$ cat src/rtl/load_extend_pkg.sv
// Shared load-path definitions: access-size encodings used by the decoder,
// the memory stage and the load aligner.
package load_extend_pkg;

  typedef enum logic [1:0] {
    SZ_BYTE  = 2'd0,
    SZ_HALF  = 2'd1,
    SZ_WORD  = 2'd2,
    SZ_DWORD = 2'd3
  } size_e;

  // Access size in bytes for a size encoding.
  function automatic int size_bytes(input logic [1:0] sz);
    return 32'sd1 << sz;
  endfunction

endpackage

$ cat src/rtl/load_extend_core.sv
// Combinational load aligner: shifts the addressed lane down, keeps the
// accessed field, sign/zero extends it and flags illegal or misaligned accesses.
module load_extend_core
  import load_extend_pkg::*;
#(
  parameter  int DATA_W = 32,
  localparam int OFF_W  = $clog2(DATA_W / 8)
) (
  input  logic [DATA_W-1:0] data_i,
  input  logic [OFF_W-1:0]  offset_i,
  input  logic [1:0]        size_i,
  input  logic              sign_i,
  output logic [DATA_W-1:0] data_o,
  output logic              misalign_o
);

  logic [DATA_W-1:0] lane;
  logic [DATA_W-1:0] keep;
  logic              top_bit;
  int                nbytes;

  // Bits outside the kept field take the fill value; a full-width field has
  // an all-ones keep mask, so no extension is applied there.
  function automatic logic [DATA_W-1:0] extend(input logic [DATA_W-1:0] field,
                                               input logic [DATA_W-1:0] mask,
                                               input logic              fill);
    return (field & mask) | (fill ? ~mask : '0);
  endfunction

  always_comb begin
    lane    = data_i >> {offset_i, 3'b000};
    nbytes  = size_bytes(size_i);
    keep    = '1;
    top_bit = lane[DATA_W-1];
    case (size_e'(size_i))
      SZ_BYTE: begin
        keep    = DATA_W'(8'hFF);
        top_bit = lane[7];
      end
      SZ_HALF: begin
        keep    = DATA_W'(16'hFFFF);
        top_bit = lane[15];
      end
      SZ_WORD: begin
        keep    = DATA_W'(32'hFFFF_FFFF);
        top_bit = lane[31];
      end
      default: begin
        keep    = '1;
        top_bit = lane[DATA_W-1];
      end
    endcase
    misalign_o = ((32'(offset_i) & 32'(nbytes - 1)) != 32'd0) ||
                 (nbytes * 8 > DATA_W);
    data_o     = misalign_o ? '0 : extend(lane, keep, sign_i && top_bit);
  end

endmodule

$ cat src/rtl/load_extend.sv
// Load align/extend stage: one-cycle registered result with a one-entry skid
// buffer so in_ready never depends combinationally on out_ready.
module load_extend
  import load_extend_pkg::*;
#(
  parameter  int DATA_W = 32,
  localparam int OFF_W  = $clog2(DATA_W / 8)
) (
  input  logic              clk,
  input  logic              rst_n,
  input  logic              in_valid,
  output logic              in_ready,
  input  logic [DATA_W-1:0] in_data,
  input  logic [OFF_W-1:0]  in_offset,
  input  logic [1:0]        in_size,
  input  logic              in_sign,
  output logic              out_valid,
  input  logic              out_ready,
  output logic [DATA_W-1:0] out_data,
  output logic              out_misalign
);

  logic [DATA_W-1:0] core_data;
  logic              core_mis;

  logic              main_valid_q, main_valid_d;
  logic              skid_valid_q, skid_valid_d;
  logic [DATA_W-1:0] main_data_q, main_data_d;
  logic [DATA_W-1:0] skid_data_q, skid_data_d;
  logic              main_mis_q, main_mis_d;
  logic              skid_mis_q, skid_mis_d;

  logic              accept;
  logic              main_free;

  load_extend_core #(.DATA_W(DATA_W)) u_core (
    .data_i     (in_data),
    .offset_i   (in_offset),
    .size_i     (in_size),
    .sign_i     (in_sign),
    .data_o     (core_data),
    .misalign_o (core_mis)
  );

  assign in_ready  = !skid_valid_q;
  assign accept    = in_valid && in_ready;
  assign main_free = !main_valid_q || out_ready;

  // main refills from skid first to keep order; skid only fills while main stalls
  always_comb begin
    main_valid_d = main_valid_q;
    skid_valid_d = skid_valid_q;
    main_data_d  = main_data_q;
    main_mis_d   = main_mis_q;
    skid_data_d  = skid_data_q;
    skid_mis_d   = skid_mis_q;
    if (main_free) begin
      if (skid_valid_q) begin
        main_valid_d = 1'b1;
        main_data_d  = skid_data_q;
        main_mis_d   = skid_mis_q;
        skid_valid_d = 1'b0;
      end else if (accept) begin
        main_valid_d = 1'b1;
        main_data_d  = core_data;
        main_mis_d   = core_mis;
      end else begin
        main_valid_d = 1'b0;
      end
    end else if (accept) begin
      skid_valid_d = 1'b1;
      skid_data_d  = core_data;
      skid_mis_d   = core_mis;
    end
  end

  always_ff @(posedge clk or negedge rst_n) begin
    if (!rst_n) begin
      main_valid_q <= 1'b0;
      skid_valid_q <= 1'b0;
    end else begin
      main_valid_q <= main_valid_d;
      skid_valid_q <= skid_valid_d;
    end
  end

  always_ff @(posedge clk) begin
    main_data_q <= main_data_d;
    main_mis_q  <= main_mis_d;
    skid_data_q <= skid_data_d;
    skid_mis_q  <= skid_mis_d;
  end

  // Gating by valid gives zero outputs during reset without resetting data.
  assign out_valid    = main_valid_q;
  assign out_data     = main_valid_q ? main_data_q : '0;
  assign out_misalign = main_valid_q && main_mis_q;

endmodule
$ cat config.mk
export PLATFORM = sky130hd
export DESIGN_NAME = load_extend
export DESIGN_NICKNAME = d
export VERILOG_FILES = /design/src/rtl/load_extend_pkg.sv /design/src/rtl/load_extend_core.sv /design/src/rtl/load_extend.sv
export SDC_FILE = /design/constraint.sdc
export NUM_CORES = 1
export LEC_CHECK = 0
export BUFFER_PORTS_ARGS = -buffer_cell sky130_fd_sc_hd__buf_2
export CORE_MARGIN = 8
export CORE_UTILIZATION = 30
export CTS_CLUSTER_DIAMETER = 120
export DETAILED_ROUTE_END_ITERATION = 8
export PLACE_DENSITY_LB_ADDON = 0.1
export SETUP_SLACK_MARGIN = 0.5
export SYNTH_ARGS = -nofsm -noshare
export SYNTH_HDL_FRONTEND = slang
export SYNTH_SLANG_ARGS = --single-unit
$ cat constraint.sdc
create_clock -name clk -period 6.6 [get_ports clk]
set_input_delay 0.33 -clock clk [delete_from_list [all_inputs] [get_ports clk]]
set_output_delay 0.33 -clock clk [all_outputs]
set_load 0.02 [all_outputs]
==> impl_metrics.env <==
export IMPL_synth_cell_types=39
export IMPL_p_leak_nw=1.79
export IMPL_htreeDepth=3
export IMPL_clkLatencyLatePin_ns=0.33
export IMPL_skew_ns=0.00975
export IMPL_io_pins=76
export IMPL_syn_to_final_growth_pct=21.2
export IMPL_die_w_um=126
export IMPL_fin_cells=530
export IMPL_drt_iter0_markers=187
export IMPL_numCtsBuffers=9
export IMPL_power_density_nw_per_um2=269
export IMPL_status="complete, no violations"
export IMPL_gp_congestion=0.797
export IMPL_cp_slowest_cell="nor2_1"
export IMPL_synth_fp_nets=349
export IMPL_slew_headroom=0.367
export IMPL_rsz0062_at_grt="no"
export IMPL_start_util=0.305
export IMPL_grt_pass1_wl_mm=15.3
export IMPL_drt_wirelength_per_cell_um=18.5
export IMPL_grt_max_degree=48
export IMPL_async_flop_share=0.0294
export IMPL_clk_pin_slew_ns=0.05
export IMPL_hp_class="input port to register"
export IMPL_grt_usage=0.125
export IMPL_post_cts_buffers=0
export IMPL_io_buffers=75
export IMPL_antenna_cells=0
export IMPL_synth_cell_area_um2=3650
export IMPL_drive_gt1_frac=0.311
export IMPL_ant_nets=0
export IMPL_setup_viol=0
export IMPL_synth_seq_cells=68
export IMPL_multi_input_comb_area_um2=1490
export IMPL_cts_root_buf="clkbuf_16"
export IMPL_path_max_fanout=8
export IMPL_wl_mm=9.79
export IMPL_antenna_found_initial=0
export IMPL_synth_area_leaders="edfxtp_1 54%, and2_1 5.8%, nand2_1 5.1%, mux2i_1 4.7%, a211oi_1 4.3%"
export IMPL_worstSetupStartpointType="input port"
export IMPL_min_period_ns=2.38
export IMPL_finalSetupTns_ns=0
export IMPL_synth_edf_count=66
export IMPL_max_slew_worst_pin_slew_ns=0.950
export IMPL_die_y_um=126
export IMPL_grt_overflow=0
export IMPL_nNetsFinal=420
export IMPL_path_cells="buf_2 -> nor2_1 -> inv_1 -> ha_1 -> nor2b_1 -> nor3_4 -> o21ai_1 -> o31ai_1"
export IMPL_ys_flop_type="edfxtp_1"
export IMPL_num_rows=40
export IMPL_synth_top_area_cell="edfxtp_1"
export IMPL_critPathMaxStageDelay_ns=0.40
export IMPL_drt_pass1_iter_count=4
export IMPL_cts_tree="yes"
export IMPL_slew_viol_final=0
export IMPL_synth_area_per_cell_um2=11.9
export IMPL_ctsHoldBuffers=1
export IMPL_cap_viol_max_count=0
export IMPL_hold_viol=0
export IMPL_cp_required_ns=6.64
export IMPL_grt_pass1_vias=2656
export IMPL_seq_area_frac_synth=0.557
export IMPL_cts_sinks=68
export IMPL_crit_family="simple AND/OR/NAND/NOR gates"
export IMPL_hold_ws_ns=0.229
export IMPL_place_inst=513
export IMPL_regArea_um2=2030
export IMPL_vias=2609
export IMPL_drc=0
export IMPL_worst_ep_arrival_time_ns=2.42
export IMPL_critPathKind="input port to register"
export IMPL_post_dp_hpwl_mm=6.93
export IMPL_yosys_warnings=0
export IMPL_fmax_mhz=420
export IMPL_path_buf_inv=2
export IMPL_synth_top_area_frac=0.544
export IMPL_dieArea_um2=15900
export IMPL_cp_end_kind="register"
export IMPL_fill_cells=1188
export IMPL_post_route_period_util=0.360
export IMPL_ctsResizeCount=0
export IMPL_clockBufferDepth=2
export IMPL_drt_vias_per_instance=4.92
export IMPL_vdd_drop_max_uv=109
export IMPL_core_um2=12000
export IMPL_netlist_instances=307
logic make-up after synthesis:
| family | Yosys count | share of synthesized area |
|---|---|---|
| compound gates | 53 | 0.121 |
| fa+ha+maj | 2 | 0.00652 |
| buf+inv | 24 | 0.0357 |
| flops | 68 | 0.557 |
| mux | 28 | 0.0848 |
| simple gates | 132 | 0.195 |
metrics by stage:
stage | worst slack, ns | util | area (um2) | total power [mW]
floorplan | 2.83 | - | 3650 | 0.664
global placement | 3.94 | 0.345 | 4120 | 0.736
detailed placement | 3.90 | 0.345 | 4120 | 0.737
CTS | 4.18 | 0.369 | 4420 | 1.21
global route | 4.05 | 0.369 | 4420 | 1.24
finish | 4.22 | 0.369 | 4420 | 1.19
synthesized netlist by cell type (3+ instances only):
cell type / n
edfxtp_1: 66
nand2_1: 50
and2_1: 34
a211oi_1: 21
mux2i_1: 17
nor2_1: 12
nor2b_1: 11
clkbuf_1: 10
o211ai_2: 10
o31ai_1: 9
nor3_1: 8
or3_1: 8
mux2_2: 7
o211ai_1: 6
buf_2: 4
inv_1: 3
nand2b_1: 3
worst min-delay path, delay by kind of cell:
family                 cells  cell delay, ns
AND/OR/NAND/NOR            2            0.11
buffers and inverters      1            0.08
cell usage in the layout, fill, tap and decap left out, types with 10 or more instances in the layout:
cell / synthesis / routed
nor2b_1: 11 / 10
and2_1: 34 / 34
buf_2: 4 / 75
a211oi_1: 21 / 21
mux2i_1: 17 / 17
o211ai_2: 10 / 10
edfxtp_1: 66 / 66
nor2_1: 12 / 12
nand2_1: 50 / 50
cell type report:
class | instances | share of cell area
sequential | 68 | 0.460
multi-input combinational | 215 | 0.337
timing repair buffer | 79 | 0.0923
clock buffer | 11 | 0.0527
tap | 147 | 0.0416
clock inverter | 5 | 0.0119
inverter | 5 | 0.00425
power breakdown:
| part | leakage, nW | switching, mW | internal (mW) |
|---|---|---|---|
| clock network | 0.131 | 0.175 | 0.290 |
| logic | 1.00 | 0.128 | 0.0716 |
| registers | 0.655 | 0.0109 | 0.515 |
| total | 1.79 | 0.314 | 0.876 |
registers in the layout, summed over array words and instances, names as in the netlist:
register,cells
main_mis_q,1
skid_data_q,32
out_valid,1
skid_mis_q,1
skid_valid_q,1
main_data_q,32
routing by layer:
| metal | global-route usage | share of wire |
|---|---|---|
| met1 | 0.171 | 0.50 |
| met3 | 0.0443 | 0.072 |
| met4 | 0.0382 | 0.011 |
| met2 | 0.180 | 0.42 |
| met5 | 0 | 0 |
final timing paths:
path / endpoint / from / cells past startpoint / slack [ns]
worst max-delay path: main_data_q[11] / in_size[1] / 8 / 4.22
worst min-delay path: out_valid / in_valid / 3 / 0.23
worst max register to register: skid_data_q[15] / out_valid / 3 / 4.36
worst min register to register: main_data_q[9] / skid_data_q[9] / 2 / 0.54
max in group asynchronous: out_valid / rst_n / 2 / 6.19
min in group asynchronous: skid_valid_q / rst_n / 2 / 0.32
(Power assumes the default switching activity.)
